==> src/rtl/qracc_csr.sv <==
// qracc_csr: bus-slave control/status registers for the QRAcc layer sequencer.
// Define QRACC_CSR_SHADOW_EN for a double-buffered config (shadow -> active on commit).
package qracc_csr_pkg;
  typedef struct packed {
    logic [3:0]  n_input_bits_cfg;
    logic [3:0]  n_output_bits_cfg;
    logic        binary_cfg;
    logic        unsigned_acts;
    logic [2:0]  adc_ref_range_shifts;
    logic [3:0]  filter_size_y;
    logic [3:0]  filter_size_x;
    logic [31:0] input_fmap_size;
    logic [31:0] output_fmap_size;
    logic [31:0] input_fmap_dimx;
    logic [31:0] input_fmap_dimy;
    logic [31:0] output_fmap_dimx;
    logic [31:0] output_fmap_dimy;
    logic [9:0]  num_input_channels;
    logic [9:0]  num_output_channels;
    logic [9:0]  mapped_matrix_offset_x;
    logic [9:0]  mapped_matrix_offset_y;
  } qracc_config_t;
endpackage

module qracc_csr
  import qracc_csr_pkg::*;
#(
  parameter logic [31:0] ID_VALUE = 32'h51AC_0001
) (
  input  logic          clk,
  input  logic          nrst,
  input  logic [31:0]   bus_data_i,
  input  logic [31:0]   bus_addr_i,
  input  logic          bus_wen_i,
  input  logic          bus_valid_i,
  output logic          bus_ready_o,
  output logic [31:0]   bus_read_data_o,
  output qracc_config_t cfg_o,
  output logic          cfg_valid_o,
  output logic          start_o,
  input  logic          busy_i,
  input  logic          done_i
);

  localparam logic [3:0] IDX_CTRL   = 4'd0;
  localparam logic [3:0] IDX_STATUS = 4'd1;
  localparam logic [3:0] IDX_ID     = 4'd13;

  function automatic logic [31:0] cfg_read(input qracc_config_t c, input logic [3:0] idx);
    logic [31:0] r;
    r = '0;
    case (idx)
      4'd2:  r = {19'd0, c.adc_ref_range_shifts, c.unsigned_acts, c.binary_cfg,
                  c.n_output_bits_cfg, c.n_input_bits_cfg};
      4'd3:  r = {24'd0, c.filter_size_x, c.filter_size_y};
      4'd4:  r = c.input_fmap_size;
      4'd5:  r = c.output_fmap_size;
      4'd6:  r = c.input_fmap_dimx;
      4'd7:  r = c.input_fmap_dimy;
      4'd8:  r = {22'd0, c.num_input_channels};
      4'd9:  r = c.output_fmap_dimx;
      4'd10: r = c.output_fmap_dimy;
      4'd11: r = {22'd0, c.num_output_channels};
      4'd12: r = {6'd0, c.mapped_matrix_offset_y, 6'd0, c.mapped_matrix_offset_x};
      default: r = '0;
    endcase
    return r;
  endfunction

  function automatic qracc_config_t cfg_write(input qracc_config_t c, input logic [3:0] idx,
                                              input logic [31:0] d);
    qracc_config_t r;
    r = c;
    case (idx)
      4'd2: begin
        r.n_input_bits_cfg     = d[3:0];
        r.n_output_bits_cfg    = d[7:4];
        r.binary_cfg           = d[8];
        r.unsigned_acts        = d[9];
        r.adc_ref_range_shifts = d[12:10];
      end
      4'd3: begin
        r.filter_size_y = d[3:0];
        r.filter_size_x = d[7:4];
      end
      4'd4:  r.input_fmap_size     = d;
      4'd5:  r.output_fmap_size    = d;
      4'd6:  r.input_fmap_dimx     = d;
      4'd7:  r.input_fmap_dimy     = d;
      4'd8:  r.num_input_channels  = d[9:0];
      4'd9:  r.output_fmap_dimx    = d;
      4'd10: r.output_fmap_dimy    = d;
      4'd11: r.num_output_channels = d[9:0];
      4'd12: begin
        r.mapped_matrix_offset_x = d[9:0];
        r.mapped_matrix_offset_y = d[25:16];
      end
      default: ;
    endcase
    return r;
  endfunction

  typedef enum logic {IDLE, RESP} state_t;

  state_t        state_reg, state_next;
  qracc_config_t active_reg, active_next, cfg_src;
  logic [31:0]   rdata_reg, rdata_next;
  logic          start_reg, start_next;
  logic          cfg_valid_reg, cfg_valid_next;
  logic          done_reg, done_next;
  logic          err_reg, err_next;
  logic          start_err, cfg_err, commit_pending;

`ifdef QRACC_CSR_SHADOW_EN
  qracc_config_t shadow_reg, shadow_next;
  logic          pending_reg, pending_next;
  logic          pstart_reg, pstart_next;
  logic          commit_now;
  assign commit_pending = pending_reg;
`else
  assign commit_pending = 1'b0;
`endif

  logic [3:0] idx;
  logic       accept, mapped, rd_req, wr_req;
  logic       ctrl_wr, status_wr, cfg_wr, commit_req, start_req;

  assign idx        = bus_addr_i[5:2];
  assign accept     = (state_reg == IDLE) && bus_valid_i;
  assign mapped     = (bus_addr_i[1:0] == 2'b00) && (bus_addr_i[31:6] == 26'd0) && (idx <= IDX_ID);
  assign rd_req     = accept && !bus_wen_i;
  assign wr_req     = accept && bus_wen_i;
  assign ctrl_wr    = wr_req && mapped && (idx == IDX_CTRL);
  assign status_wr  = wr_req && mapped && (idx == IDX_STATUS);
  assign cfg_wr     = wr_req && mapped && (idx >= 4'd2) && (idx <= 4'd12);
  assign commit_req = ctrl_wr && bus_data_i[0];
  assign start_req  = ctrl_wr && bus_data_i[1];

  always_comb begin
    state_next = state_reg;
    case (state_reg)
      IDLE:    if (bus_valid_i) state_next = RESP;
      RESP:    state_next = IDLE;
      default: state_next = IDLE;
    endcase
  end

  always_comb begin
    active_next    = active_reg;
    cfg_valid_next = cfg_valid_reg;
`ifdef QRACC_CSR_SHADOW_EN
    cfg_src     = shadow_reg;
    shadow_next = shadow_reg;
    if (cfg_wr) shadow_next = cfg_write(shadow_reg, idx, bus_data_i);
    // A commit seen while busy waits; it copies whatever the shadow holds when busy drops.
    commit_now   = (commit_req || pending_reg) && !busy_i;
    pending_next = (commit_req || pending_reg) && busy_i;
    pstart_next  = pending_next && (pstart_reg || (commit_req && start_req));
    start_next   = !busy_i && (start_req || (pending_reg && pstart_reg));
    start_err    = start_req && !commit_req && busy_i;
    cfg_err      = 1'b0;
    if (commit_now) begin
      active_next    = shadow_reg;
      cfg_valid_next = 1'b1;
    end
`else
    cfg_src = active_reg;
    if (cfg_wr && !busy_i) active_next = cfg_write(active_reg, idx, bus_data_i);
    if (commit_req) cfg_valid_next = 1'b1;
    start_next = start_req && !busy_i;
    start_err  = start_req && busy_i;
    cfg_err    = cfg_wr && busy_i;
`endif
    err_next  = (accept && !mapped) || start_err || cfg_err ||
                (err_reg && !(status_wr && bus_data_i[3]));
    done_next = done_i || (done_reg && !(status_wr && bus_data_i[2]));

    rdata_next = '0;
    if (rd_req && mapped) begin
      case (idx)
        IDX_STATUS: rdata_next = {28'd0, err_reg, done_reg, commit_pending, busy_i};
        IDX_ID:     rdata_next = ID_VALUE;
        default:    rdata_next = cfg_read(cfg_src, idx);
      endcase
    end
  end

  always_ff @(posedge clk or negedge nrst) begin
    if (!nrst) begin
      state_reg     <= IDLE;
      active_reg    <= '0;
      rdata_reg     <= '0;
      start_reg     <= 1'b0;
      cfg_valid_reg <= 1'b0;
      done_reg      <= 1'b0;
      err_reg       <= 1'b0;
`ifdef QRACC_CSR_SHADOW_EN
      shadow_reg    <= '0;
      pending_reg   <= 1'b0;
      pstart_reg    <= 1'b0;
`endif
    end else begin
      state_reg     <= state_next;
      active_reg    <= active_next;
      rdata_reg     <= rdata_next;
      start_reg     <= start_next;
      cfg_valid_reg <= cfg_valid_next;
      done_reg      <= done_next;
      err_reg       <= err_next;
`ifdef QRACC_CSR_SHADOW_EN
      shadow_reg    <= shadow_next;
      pending_reg   <= pending_next;
      pstart_reg    <= pstart_next;
`endif
    end
  end

  assign bus_ready_o     = (state_reg == RESP);
  assign bus_read_data_o = rdata_reg;
  assign cfg_o           = active_reg;
  assign cfg_valid_o     = cfg_valid_reg;
  assign start_o         = start_reg;

endmodule

==> config.mk <==
export PLATFORM = sky130hd
export DESIGN_NAME = qracc_csr
export DESIGN_NICKNAME = d
export VERILOG_FILES = /design/src/rtl/qracc_csr.sv
export SDC_FILE = /design/constraint.sdc
export NUM_CORES = 1
export LEC_CHECK = 0
export CAP_MARGIN = 20
export CORE_AREA = 2 2 196 198
export DETAILED_ROUTE_END_ITERATION = 12
export DIE_AREA = 0 0 198 200
export SYNTH_ARGS = -nofsm -noshare
export SYNTH_HDL_FRONTEND = slang
export SYNTH_SLANG_ARGS = --single-unit
==> constraint.sdc <==
create_clock -name clk -period 2.9 [get_ports clk]
set_input_delay 0.58 -clock clk [delete_from_list [all_inputs] [get_ports clk]]
set_output_delay 0.58 -clock clk [all_outputs]
set_load 0.01 [all_outputs]
==> impl_results.md, run 1 <==
- Status: completed
- CP cell instances: clkdlybuf4s50_1 > nor4_1 > nand4_1 > or2_4 > nor4_4 > buf_4 > mux2_2
- Synth area leaders: dfrtp_1, mux2_2, mux2_4
- Cell Pwr Density: roughly 450 nW/µm²
- YS warnings: 0
- Antenna Nets Post-Route: 0
- Vias after detailed routing: 10326
- Ports: between 300 and 400
- Asr flop ratio synth: 1.00
- Core box area: roughly 37000 µm²
- Row count: 71
- Seq/Total Area, Yosys: 0.541
- Initial antenna violation count: 2
- Crit path time final: 2.49 ns
- Setup bufs post-CTS: 0
- Post-route insts no fill: between 1500 and 2000
- CP max-delay cell: clkdlybuf4s50_1
- Slack of the critical path: slightly above 0.4 ns
- Share of layout cells above drive strength 1: 0.282
- Deepest clock path buffer count: 3
- Max cap viols: 0
- CP Capture Type: flip-flop
- Setup repair after global routing missed its margin: false
- Register Area: 7260 µm²
- Crit path DAT: around 3.0 ns
- Total grt overflow: 0
- Area Overhead vs Synth: 42.4%
- P_leak: between 8 and 9 nW
- DP Wirelength: between 30000 and 40000 µm
- Number of detailed-route iterations in the first pass: 5
- # DRC: 0
- Starting Density: 0.358
- Final Core Density: 0.510
- Design area: 19100 µm²
- Hold WC Path Type: in2async
- Total CTS buffers: 31
- Final Skew: 0.0104 ns
- Synthesized Nets: 1049
- Tot GR Track Use: 0.261
- Max-slew violations: 0
- Post-synth EDFFs: 0
- Worst slew pin tran: between 0.7 and 0.8 ns
- Clock root buffer: clkbuf_16
- CP peak stage delay: ~0.42 ns
- Vias per Instance: 5.41
- NumNets Final: 1444
- F_max: about 400 MHz
- Number of DRC markers in iteration 0: ~640
- Post-synth top area cell: dfrtp_1
- Netlist Area Pre-Place: between 10000 and 15000 µm²
- Worst rel slew slack: 0.481
- Max reg flops: between 200 and 300
- Worst-path fanout max: 12
- Critical path data required time: approximately 3.4 ns
- Crit path launch type: primary input
- Yosys reg bits: 290
- Avg WL per Cell: roughly 27 µm
- Post-CTS Hold Buffers: 0
- TritonCTS sink count: 290
- Syn Area/Cell: ~14 µm²
- Clk Latency, worst-skew pair: 0.58 ns
- CTS H-tree lvls: 1
- Crit Path Category: in2reg
- GP Congestion: approximately 0.83
- Post_cts resized: 0
- Cells after Synth: between 900 and 1000
- Synth top area share: 0.541
- Placed cells: between 1500 and 2000
- Pre-CTS WS: -0.165 ns
- First-pass GRT wire length: 75000 µm
- TritonCTS clock tree: yes
- Vias in the first global route: approximately 11000
- Ys flop type: dfrtp_1
- Clk slew on worst S/H paths: about 0.06 ns
- Post-synthesis cell type count: 61
- Die X: slightly below 200 µm
- Die area: a little under 40000 µm²
- Fill cells: about 3300
- Detailed Route WL: 52200 µm
- Die H: approximately 200 µm
- Largest net degree at the start of global routing: between 80 and 90
- Final Hold Fails: 0
- # diodes: 0
- IO Port Bufs: 357
- Design Power: 0.00857 W
- Placed Area: 18100 µm²
- Final period util: 0.858
- Maximum vdd drop: 0.430 mV
- Area taken by multi-input logic gates: approximately 5700 µm²
- Final setup viols: 0
[per-layer routing]
metal / share of wire / vias up / wire length, µm / GRT usage
met5: 0.00058 / - / 30 / 0
met3: 0.073 / 80 / 3790 / 0.0524
met4: 0.022 / 4 / 1160 / 0.0593
met1: 0.43 / 5388 / 22400 / 0.354
met2: 0.48 / 437 / 24800 / 0.432
li1: - / 4417 / - / -
[worst paths after layout]
path	startpoint	end	slack (ns)	cells past startpoint
max	bus_addr_i[13]	cfg_o[89]	0.41	7
min	nrst	cfg_o[215]	0.05	1
max reg2reg	bus_ready_o	cfg_o[1]	0.75	6
min reg2reg	cfg_valid_o	cfg_valid_o	0.48	1
max in group asynchronous	nrst	cfg_o[193]	2.05	2
min in group clk	cfg_valid_o	cfg_valid_o	0.48	1
[cell usage in the layout, fill, tap and decap left out, types with 3 or more instances in the layout]
master           count
a222oi_1             8
and3_1               3
mux2_2             141
a221oi_1             5
nor4_1              10
a22oi_1             24
inv_1                6
dfrtp_1            290
a21oi_1             40
nor2b_2              4
nor2_1              30
a22o_1              18
buf_12              20
buf_4               62
clkdlybuf4s50_1    352
o22a_1               3
a32oi_1              6
a31oi_1              8
nand3_4              4
nand3_1              6
mux2i_1             24
clkbuf_1            11
clkbuf_8            10
nand2b_1             7
o21ai_0             27
a32o_1               5
mux2_4              90
a211oi_1             3
o22ai_1              7
nand2_1             37
clkbuf_16           31
mux2_1              32
nor3_4               3
mux4_2               8
buf_2                3
nor3_1               6
nor2b_1              9
and2_1               3
[synthesized netlist by cell type (3+ instances only)]
cell type / instances
clkbuf_1: 34
buf_6: 14
mux4_2: 8
nor2_1: 31
mux2_2: 141
a22oi_1: 24
a211oi_1: 3
buf_1: 9
nor3_1: 7
nor4_1: 10
inv_1: 6
mux2i_1: 24
buf_2: 18
a32o_1: 5
o22ai_1: 7
o22a_1: 3
nand3_4: 4
mux2_4: 90
nor2b_1: 14
a32oi_1: 6
a31oi_1: 8
nand2_1: 37
dfrtp_1: 290
a221oi_1: 5
o21ai_0: 27
a22o_1: 18
nand2b_1: 7
and3_1: 3
nand3_1: 6
a222oi_1: 8
mux2_1: 32
a21oi_1: 40
and2_1: 3
[kinds of logic after synthesis]
kind of cell | share of synthesized area
muxes | 0.277
DFF | 0.541
AOI/OAI and AO/OA | 0.0878
and+or+nand+nor | 0.0607
buffers and inverters | 0.0328
[critical path: cells and delay by family]
kind | cells | cell delay (ns)
AND/OR/NAND/NOR | 4 | 1.26
buffers and inverters | 2 | 0.72
multiplexers | 1 | 0.36
[cell type report]
class,instances,area share
Clock buffer,52,0.0500
Sequential cell,290,0.380
Tap cell,511,0.0335
Multi-Input combinational cell,607,0.301
Clock inverter,5,0.00295
Timing Repair Buffer,438,0.231
Inverter,6,0.00118
[through the flow]
| stage | hold WS, ns | TNS (ns) |
|---|---|---|
| 5_1_grt | 0.0855 | 0 |
| 2_1_floorplan | 0.284 | 0 |
| 3_3_place_gp | 0.461 | -1.96 |
| 3_5_place_dp | 0.464 | -10.55 |
| 4_1_cts | 0.0527 | 0 |
| 6_report | 0.0487 | 0 |
[power by group]
group | internal (W) | switching [W] | total (W) | leakage (nW)
clock | 0.00231 | 0.00166 | 0.00397 | 0.494
sequential | 0.00405 | 0.000000650 | 0.00405 | 4.04
combinational | 0.000190 | 0.000369 | 0.000558 | 4.28
total | 0.00655 | 0.00203 | 0.00857 | 8.81
No activity file was read; power rests on OpenSTA's default activity.
==> inputs of run 2 (changes only) <==
CORE_AREA = 3 3 197 199   (was 2 2 196 198)
DIE_AREA = 0 0 200 202   (was 0 0 198 200)
MAX_ROUTING_LAYER = met4   (was default)
TNS_END_PERCENT = 10   (was default)
==> run 2 against run 1 <==
Clock power is 5.8% higher. Hold slack better by 0.014 ns. Sequential cell count unchanged. Global-route usage barely moved. Critical path type unchanged. Critical endpoint is now cfg_o[75]. Largest power group is now the clock network. Highest routed layer is now met4.
==> impl_results.md, run 2 (synthesis gave the netlist of run 1 again) <==
- Status: completed
- Starting Density: 0.358 (unchanged)
- CP Capture Type: flip-flop
- Clock root buffer: clkbuf_16
- Setup bufs post-CTS: 0 (unchanged)
- Area Overhead vs Synth: 42.7%
- Final period util: 0.871 (+0.0133)
- CP max-delay cell: clkdlybuf4s50_1
- Final setup viols: 0 (unchanged)
- Worst slew pin tran: 0.687 ns (-0.0915 ns)
- Detailed Route WL: 52000 µm (-0.28%)
- Ports: 358 (unchanged)
- TritonCTS clock tree: yes
- # diodes: 0 (unchanged)
- Max-slew violations: 0 (unchanged)
- Vias per Instance: 5.42 (+0.18%)
- Total grt overflow: 0 (unchanged)
- Maximum vdd drop: 0.267 mV (-38%)
- Post_cts resized: 0 (unchanged)
- Antenna Nets Post-Route: 0 (unchanged)
- Final Skew: 0.0222 ns (+0.0119 ns)
- TritonCTS sink count: 290 (unchanged)
- Clk slew on worst S/H paths: 0.06 ns (about the same)
- NumNets Final: 1443 (-0.069%)
- Max reg flops: 253 (unchanged)
- Share of layout cells above drive strength 1: 0.281 (-0.00114)
- Crit path time final: 2.53 ns (+0.0384 ns)
- Die H: 202 µm (+1.0%)
- Vias after detailed routing: 10318 (-0.077%)
- Largest net degree at the start of global routing: 76 (-13%)
- Crit Path Category: in2reg
- DP Wirelength: 36500 µm (-0.29%)
- F_max: 396 MHz (-1.5%)
- CTS H-tree lvls: 2 (+1)
- Fill cells: 3293 (-0.12%)
- Cell Pwr Density: 460 nW/µm² (+2.4%)
- Number of DRC markers in iteration 0: 730 (+14%)
- Setup repair after global routing missed its margin: false
- Commonest non-fill, non-tap cell in the layout: clkdlybuf4s50_1
- Total CTS buffers: 34 (+9.7%)
- Core box area: 37400 µm² (unchanged)
- Row count: 71 (unchanged)
- Initial antenna violation count: 1 (-1)
- Most frequent cells in the layout: clkdlybuf4s50_1, dfrtp_1, mux2_2
- GP Congestion: 0.821 (-1.2%)
- Deepest clock path buffer count: 3 (unchanged)
- Final Hold Fails: 0 (unchanged)
- Vias in the first global route: 10857 (+1.8%)
- Worst rel slew slack: 0.541 (+0.0599)
- P_leak: 8.82 nW (+0.14%)
- Hold WC Path Type: in2async
- Register Area: 7260 µm² (unchanged)
- CP peak stage delay: 0.42 ns (about the same)
- Number of detailed-route iterations in the first pass: 5 (unchanged)
- Clk Latency, worst-skew pair: 0.52 ns (-0.06 ns)
- Worst hold slack: 0.0631 ns (+0.0144 ns)
- Worst-path fanout max: 14 (+2)
- Max cap viols: 0 (unchanged)
- Avg WL per Cell: 27.3 µm (about the same)
- # DRC: 0 (unchanged)
- Area taken by multi-input logic gates: 5740 µm² (unchanged)
- Post-CTS Hold Buffers: 0 (unchanged)
- Crit path launch type: primary input
- IO Port Bufs: 357 (unchanged)
- Tot GR Track Use: 0.261 (about the same)
- Critical path data required time: 3.28 ns (-0.08 ns)
- Setup TNS: 0 ns (unchanged)
- Crit path DAT: 2.91 ns (-0.04 ns)
- CP cell instances: clkdlybuf4s50_1 > nor4_1 > nand4_1 > or2_4 > nor4_4 > buf_4 > mux2_2
- First-pass GRT wire length: 76000 µm (+1.4%)
- Die X: 200 µm (+1.0%)
- Die area: 40400 µm² (+2.0%)
[run 2: changes by cell type in the layout (fill, tap and decap cells not counted)]
cell       change
clkinv_2       -2
buf_4          -4
clkbuf_1       -2
clkbuf_16      +4
clkbuf_8       -1
[run 2: where the power goes]
| group | switching (W) | internal, W | total (W) |
|---|---|---|---|
| combinational | 0.000367 | 0.000185 | 0.000551 |
| clock | 0.00167 | 0.00252 | 0.00420 |
| sequential | 0.000000820 | 0.00405 | 0.00405 |
[run 2: cell type report]
type                       instances  area share
tap                              511      0.0334
timing repair buffer             434       0.229
clock buffer                      53      0.0540
multi-input combinational        607       0.300
inverter                           6     0.00118
clock inverter                     3     0.00242
sequential                       290       0.379
[run 2: path summary, 6_finish.rpt]
path	cells after the start	endpoint	slack [ns]	start
max in group asynchronous	2	cfg_o[173]	1.97	nrst
worst max-delay path	7	cfg_o[75]	0.37	bus_addr_i[13]
worst min register to register	1	cfg_valid_o	0.47	cfg_valid_o
worst min-delay path	1	cfg_o[89]	0.06	nrst
min in group clk	1	cfg_valid_o	0.47	cfg_valid_o
worst max register to register	6	cfg_o[17]	0.75	bus_ready_o
[run 2: critical path: cells and delay by family]
family | cells | cell delay (ns)
buffers and inverters | 2 | 0.74
multiplexers | 1 | 0.37
AND/OR/NAND/NOR | 4 | 1.20
[run 2: stage by stage]
step                      power, W  instances  setup slack, ns   util  cell area (µm²)
final                      0.00880       1904            0.373  0.511            19100
after global routing       0.00908       1904            0.276  0.511            19100
after CTS                  0.00888       1904            0.393  0.511            19100
after detailed placement   0.00468       1848           -0.140  0.483            18000
after global placement     0.00467       1848          -0.0968  0.483            18000
after floorplan            0.00429        979            0.490      -            13400
[run 2: routing by layer]
metal  vias up  share of wire  routed length [µm]  GRT usage
met5         -              0                   0          -
met4         0          0.020                1030     0.0563
met3        84          0.075                3890     0.0482
met2       475           0.47               24200      0.401
met1      5339           0.44               22900      0.362
li1       4420              -                   -          -
==> inputs of run 3 (changes only) <==
CORE_AREA = 2 2 196 198   (was 3 3 197 199)
DIE_AREA = 0 0 198 200   (was 0 0 200 202)
==> run 3 against run 2 <==
Via count about the same. Cell count rose by 0.37%. Global-route usage is 0.84 points higher. Maximum frequency increased by 1.3%. Register-to-register slack about the same. Largest power group is now registers. Core utilization decreased by 0.090 points. First-iteration DRC count decreased by 0.55%. Sequential power hardly changed.
==> impl_results.md, run 3 (synthesis gave the netlist of run 1 again) <==
- Worst slew pin tran: 0.770 ns (+0.0832 ns)
- Ports: 358 (unchanged)
- Crit path DAT: 2.95 ns (+0.04 ns)
- Vias per Instance: 5.40 (-0.43%)
- # DRC: 0 (unchanged)
- Worst-path fanout max: 12 (-2)
- Most frequent cells in the layout: clkdlybuf4s50_1, dfrtp_1, mux2_2
- Combinational fraction of design power: 0.065 (+0.002)
- Detailed Route WL: 52200 µm (+0.40%)
- First-pass GRT wire length: 75000 µm (-1.4%)
- Tot GR Track Use: 0.269 (+0.00836)
- Fill cells: 3297 (+0.12%)
- Sw Pwr: 0.00202 W (-0.82%)
- Vias after detailed routing: 10311 (-0.068%)
- Setup bufs post-CTS: 0 (unchanged)
- Cell Pwr Density: 449 nW/µm² (-2.4%)
- Row count: 71 (unchanged)
- Pre-CTS WS: -0.165 ns (-0.0245 ns)
- Number of detailed-route iterations in the first pass: 5 (unchanged)
- Final period util: 0.860 (-0.0111)
- Crit path time final: 2.49 ns (-0.0322 ns)
- Vias in the first global route: 10680 (-1.6%)
- Clock share of power: 0.462 (-0.015)
- CTS H-tree lvls: 1 (-1)
- Design Power: 0.00857 W (-2.6%)
- Clk Latency, worst-skew pair: 0.58 ns (+0.06 ns)
- Area taken by multi-input logic gates: 5740 µm² (unchanged)
- Share of layout cells above drive strength 1: 0.282 (+0.00114)
- DP Wirelength: 36600 µm (+0.29%)
- P_leak: 8.81 nW (-0.14%)
- Starting Density: 0.358 (unchanged)
- Clk slew on worst S/H paths: 0.06 ns (about the same)
- Worst rel slew slack: 0.487 (-0.0544)
- Placed cells: 1852 (+0.22%)
- Slack of the critical path: 0.405 ns (+0.0322 ns)
- Max-slew violations: 0 (unchanged)
- TritonCTS clock tree: yes
- Crit path launch type: primary input
- Die X: 198 µm (-1.0%)
- CP Capture Type: flip-flop
- Status: completed
- Maximum vdd drop: 0.427 mV (+60%)
- Setup repair after global routing missed its margin: false
- Crit Path Category: in2reg
- NumNets Final: 1444 (+0.069%)
- Initial antenna violation count: 2 (+1)
- Switch share: 0.236 (+0.00424)
- Post-route insts no fill: 1911 (+0.37%)
- Total grt overflow: 0 (unchanged)
- Clock root buffer: clkbuf_16
- Avg WL per Cell: 27.3 µm (about the same)
- Critical path data required time: 3.36 ns (+0.08 ns)
- Post-CTS Hold Buffers: 0 (unchanged)
- TritonCTS sink count: 290 (unchanged)
- Final Hold Fails: 0 (unchanged)
- Area Overhead vs Synth: 42.4%
- Final Skew: 0.00741 ns (-0.0148 ns)
- Register Area: 7260 µm² (unchanged)
- Max reg flops: 253 (unchanged)
- Final setup viols: 0 (unchanged)
- Total CTS buffers: 31 (-8.8%)
- Commonest non-fill, non-tap cell in the layout: clkdlybuf4s50_1
- Number of DRC markers in iteration 0: 726 (-0.55%)
- Max cap viols: 0 (unchanged)
- GP Congestion: 0.844 (+2.8%)
- F_max: 401 MHz (+1.3%)
- Die H: 200 µm (-0.99%)
- Core box area: 37400 µm² (unchanged)
- Die area: 39600 µm² (-2.0%)
- Reg power frac: 0.472 (+0.012)
- Deepest clock path buffer count: 3 (unchanged)
- Internal power: 0.00655 W (-3.1%)
- IO Port Bufs: 357 (unchanged)
- Post_cts resized: 0 (unchanged)
- Antenna Nets Post-Route: 0 (unchanged)
- Hold WC Path Type: in2async
- Largest net degree at the start of global routing: 87 (+14%)
run 3: through the flow:
step / hold WS, ns / area (µm²) / TNS [ns] / util
4_1_cts: 0.0527 / 19100 / 0 / 0.510
5_1_grt: 0.0929 / 19100 / 0 / 0.511
3_5_place_dp: 0.464 / 18100 / -10.55 / 0.483
3_3_place_gp: 0.461 / 18100 / -1.96 / 0.483
6_report: 0.0506 / 19100 / 0 / 0.511
2_1_floorplan: 0.284 / 13400 / 0 / -
run 3: layout make-up:
type,count,share of cell area
inverters,6,0.00118
well taps,511,0.0335
multi-input cells,607,0.301
diodes,2,0.000262
flip-flops and latches,290,0.380
clock inverters,5,0.00295
repair buffers,438,0.231
clock buffers,52,0.0500
run 3: worst max-delay path: stages:
cell,delay [ns]
clkdlybuf4s50_1,0.43
nor4_1,0.32
nand4_1,0.25
or2_4,0.35
nor4_4,0.33
buf_4,0.31
mux2_2,0.36
run 3: power by group through the flow:
| stage | Sequential [W] | Combinational (W) | Clock [W] |
|---|---|---|---|
| after global routing | 0.00405 | 0.000597 | 0.00421 |
| after global placement | 0.00412 | 0.000561 | 0 |
| final | 0.00405 | 0.000560 | 0.00396 |
| after floorplan | 0.00412 | 0.000162 | 0 |
| after detailed placement | 0.00412 | 0.000561 | 0 |
| after CTS | 0.00405 | 0.000563 | 0.00403 |
run 3: path summary, 6_finish.rpt:
check	start	end	slack [ns]	depth (start not counted)
min in group clk	cfg_valid_o	cfg_valid_o	0.48	1
max	bus_addr_i[13]	cfg_o[89]	0.41	7
max in group asynchronous	nrst	cfg_o[193]	2.06	2
min	nrst	cfg_o[215]	0.05	1
min reg2reg	cfg_valid_o	cfg_valid_o	0.48	1
max reg2reg	bus_ready_o	cfg_o[1]	0.76	6
run 3: metal layers:
metal  vias up  track usage  share of wire
li1       4425            -              -
met1      5346        0.358           0.43
met2       466        0.431           0.48
met3        74       0.0486          0.071
met4         0       0.0593          0.022
met5         -            -              0
==> variant (settings of run 1) <==
Add a define of `QRACC_CSR_SHADOW_EN`.
--- a/src/rtl/qracc_csr.sv
+++ b/src/rtl/qracc_csr.sv
@@ -2,2 +2,4 @@
 // Define QRACC_CSR_SHADOW_EN for a double-buffered config (shadow -> active on commit).
+`define QRACC_CSR_SHADOW_EN
+
 package qracc_csr_pkg;
Check against the original RTL: not equivalent (Yosys sat finds a counterexample within 4 cycles, from zero or initial values and one cycle with nrst low).
==> variant against run 1 <==
Global-route usage is 5.8 points higher. Area after synthesis increased by 65%. Final cell count grew 26%. Design area grew 52%. Sequential cell count is 255 higher. Worst setup slack improved by 0.093 ns. Via count increased by 40%. Wire length increased by 18%. Worst hold slack gained 0.44 ns. Die area did not move. Total power grew 81%. Fmax is 3.9% higher. Utilization is 27 points higher. Critical path type unchanged. Highest routed layer unchanged.
==> variant: results (changes against run 1) <==
metric,value,unit,change
synth_area_per_cell,15.5,sq um,+13%
route.met3.wl,5220,um,+38%
hold_path.class,reg2reg,,
cts_setup_buffers,0,,unchanged
place_area,27100,sq um,+50%
finish.net_count,1929,,+34%
slew_headroom,52.3,%,+4.2 points
synth_warnings,0,,unchanged
r2r_end,cfg_src[236],,
io_buffers,357,,unchanged
vdd_drop_max,482,uV,+12%
antenna_found_initial,1,,-1
htreeDepth,2,,+1
synth.distinct_cells,55,,-9.8%
worst_clock_skew,0.0207,ns,+0.0103 ns
worstReg2RegStart,bus_ready_o,,
grt_pass1_vias,15200,,+42%
met1_length,26300,um,+18%
p_leak,14.2,nW,+61%
top_layer_used,met5,,
gp_congestion,0.958,,+15%
clock_latency,0.61,ns,+0.03 ns
vias,14400,,+40%
final_cells,2412,,+26%
wl_met2,28500,um,+15%
dpl.hpwl,42100,um,+15%
firstDrtPassIters,6,,+1
hold_start,cfg_valid_o,,
synthTopCellsByCount,"dfrtp_1 (545), mux2_2 (452), mux2_4 (59)",,
cts_resized,0,,unchanged
cp_max_fo,11,,-1
ys_async_sr_fraction,100,%,unchanged
postCtsHoldBufs,1,,+1
syn-num-nets,1497,,+43%
whs,0.484,ns,+0.436 ns
cts_made_buffers,54,,+74%
track_usage,31.8,%,+5.8 points
hold_depth,1,,
status,"complete, no violations",,
drt_wl_total,61700,um,+18%
antennaDiodeCount,0,,unchanged
grt_pass1_wl,93300,um,+24%
layout-drive-gt1-share,39.2,%,+11 points
dp.cells,2313,,+25%
initialDrtViolationCount,974,,+52%
ys_seq_area_share,61.8,%,+7.6 points
grt_max_degree,71,,-18%
ctsLongestPathBuffers,3,,unchanged
r2r_setup_slack,0.87,ns,+0.12 ns
reg2reg_depth,5,,-1
yosys-top-cells-area,"dfrtp_1 (62%), mux2_2 (23%), mux2_4 (4.0%)",,
==> variant: changes by cell type in the layout (fill, tap and decap cells not counted), moves of 15 or more <==
cell       before  now
nand2_1        37   20
a22oi_1        24   52
mux2_1         32    1
mux2_2        141  452
a21oi_1        40    5
mux2i_1        24    7
dfrtp_1       290  545
o21ai_0        27    4
clkbuf_16      31   55
nor2_1         30   13
a31oi_1         8   23
mux2_4         90   59
buf_4          62   83
==> variant: layer usage <==
metal	global-route usage (%)	vias up
met2	49.1	635
met4	10.3	2
met1	45.2	7529
met5	0	-
met3	7.49	104
li1	-	6160
==> variant: logic make-up (layout without fill, tap and decap cells) <==
group / Yosys count / count (layout) / share of synthesized area, %
AOI/OAI and AO/OA: 159 / 159 / 5.65
buffers and inverters: 105 / 579 / 2.55
DFF: 545 / 545 / 61.8
muxes: 519 / 519 / 27.4
and+or+nand+nor: 99 / 99 / 2.61
==> variant: layout make-up <==
type,count,area (sq um)
Sequential cell,545,13600
Timing Repair Buffer,473,4850
Clock inverter,19,270
Tap cell,511,639
Clock buffer,79,1650
Multi-Input combinational cell,777,7950
Fill cell,2283,8370
Inverter,8,30.0
==> variant: critical path, stage by stage <==
cell	delay [ns]
clkdlybuf4s50_1	0.41
nor4_2	0.44
nand4_1	0.32
nor3_4	0.31
buf_12	0.16
nand2_2	0.08
buf_4	0.26
mux2_2	0.30
==> variant: report_power, final <==
group	leakage, nW	switching [mW]	internal, mW
sequential	7.60	0.00104	7.61
clock	0.953	2.96	4.46
combinational	5.60	0.344	0.177
total	14.2	3.31	12.2
==> variant: through the flow <==
stage               worst slack [ns]  utilization [%]
floorplan                      0.605                -
global placement              -0.122             72.5
detailed placement            -0.138             72.5
CTS                            0.494             77.6
global route                   0.362             77.6
finish                         0.504             77.6
==> variant: worst max-delay path by stage <==
stage,startpoint,to,cells past startpoint
after floorplan,bus_addr_i[3],cfg_o[100],10
after global placement,bus_addr_i[29],cfg_src[41],8
after detailed placement,bus_addr_i[29],cfg_src[41],8
after CTS,bus_addr_i[29],cfg_src[41],8
after global routing,bus_addr_i[29],cfg_src[236],7
final,bus_addr_i[29],cfg_src[41],8
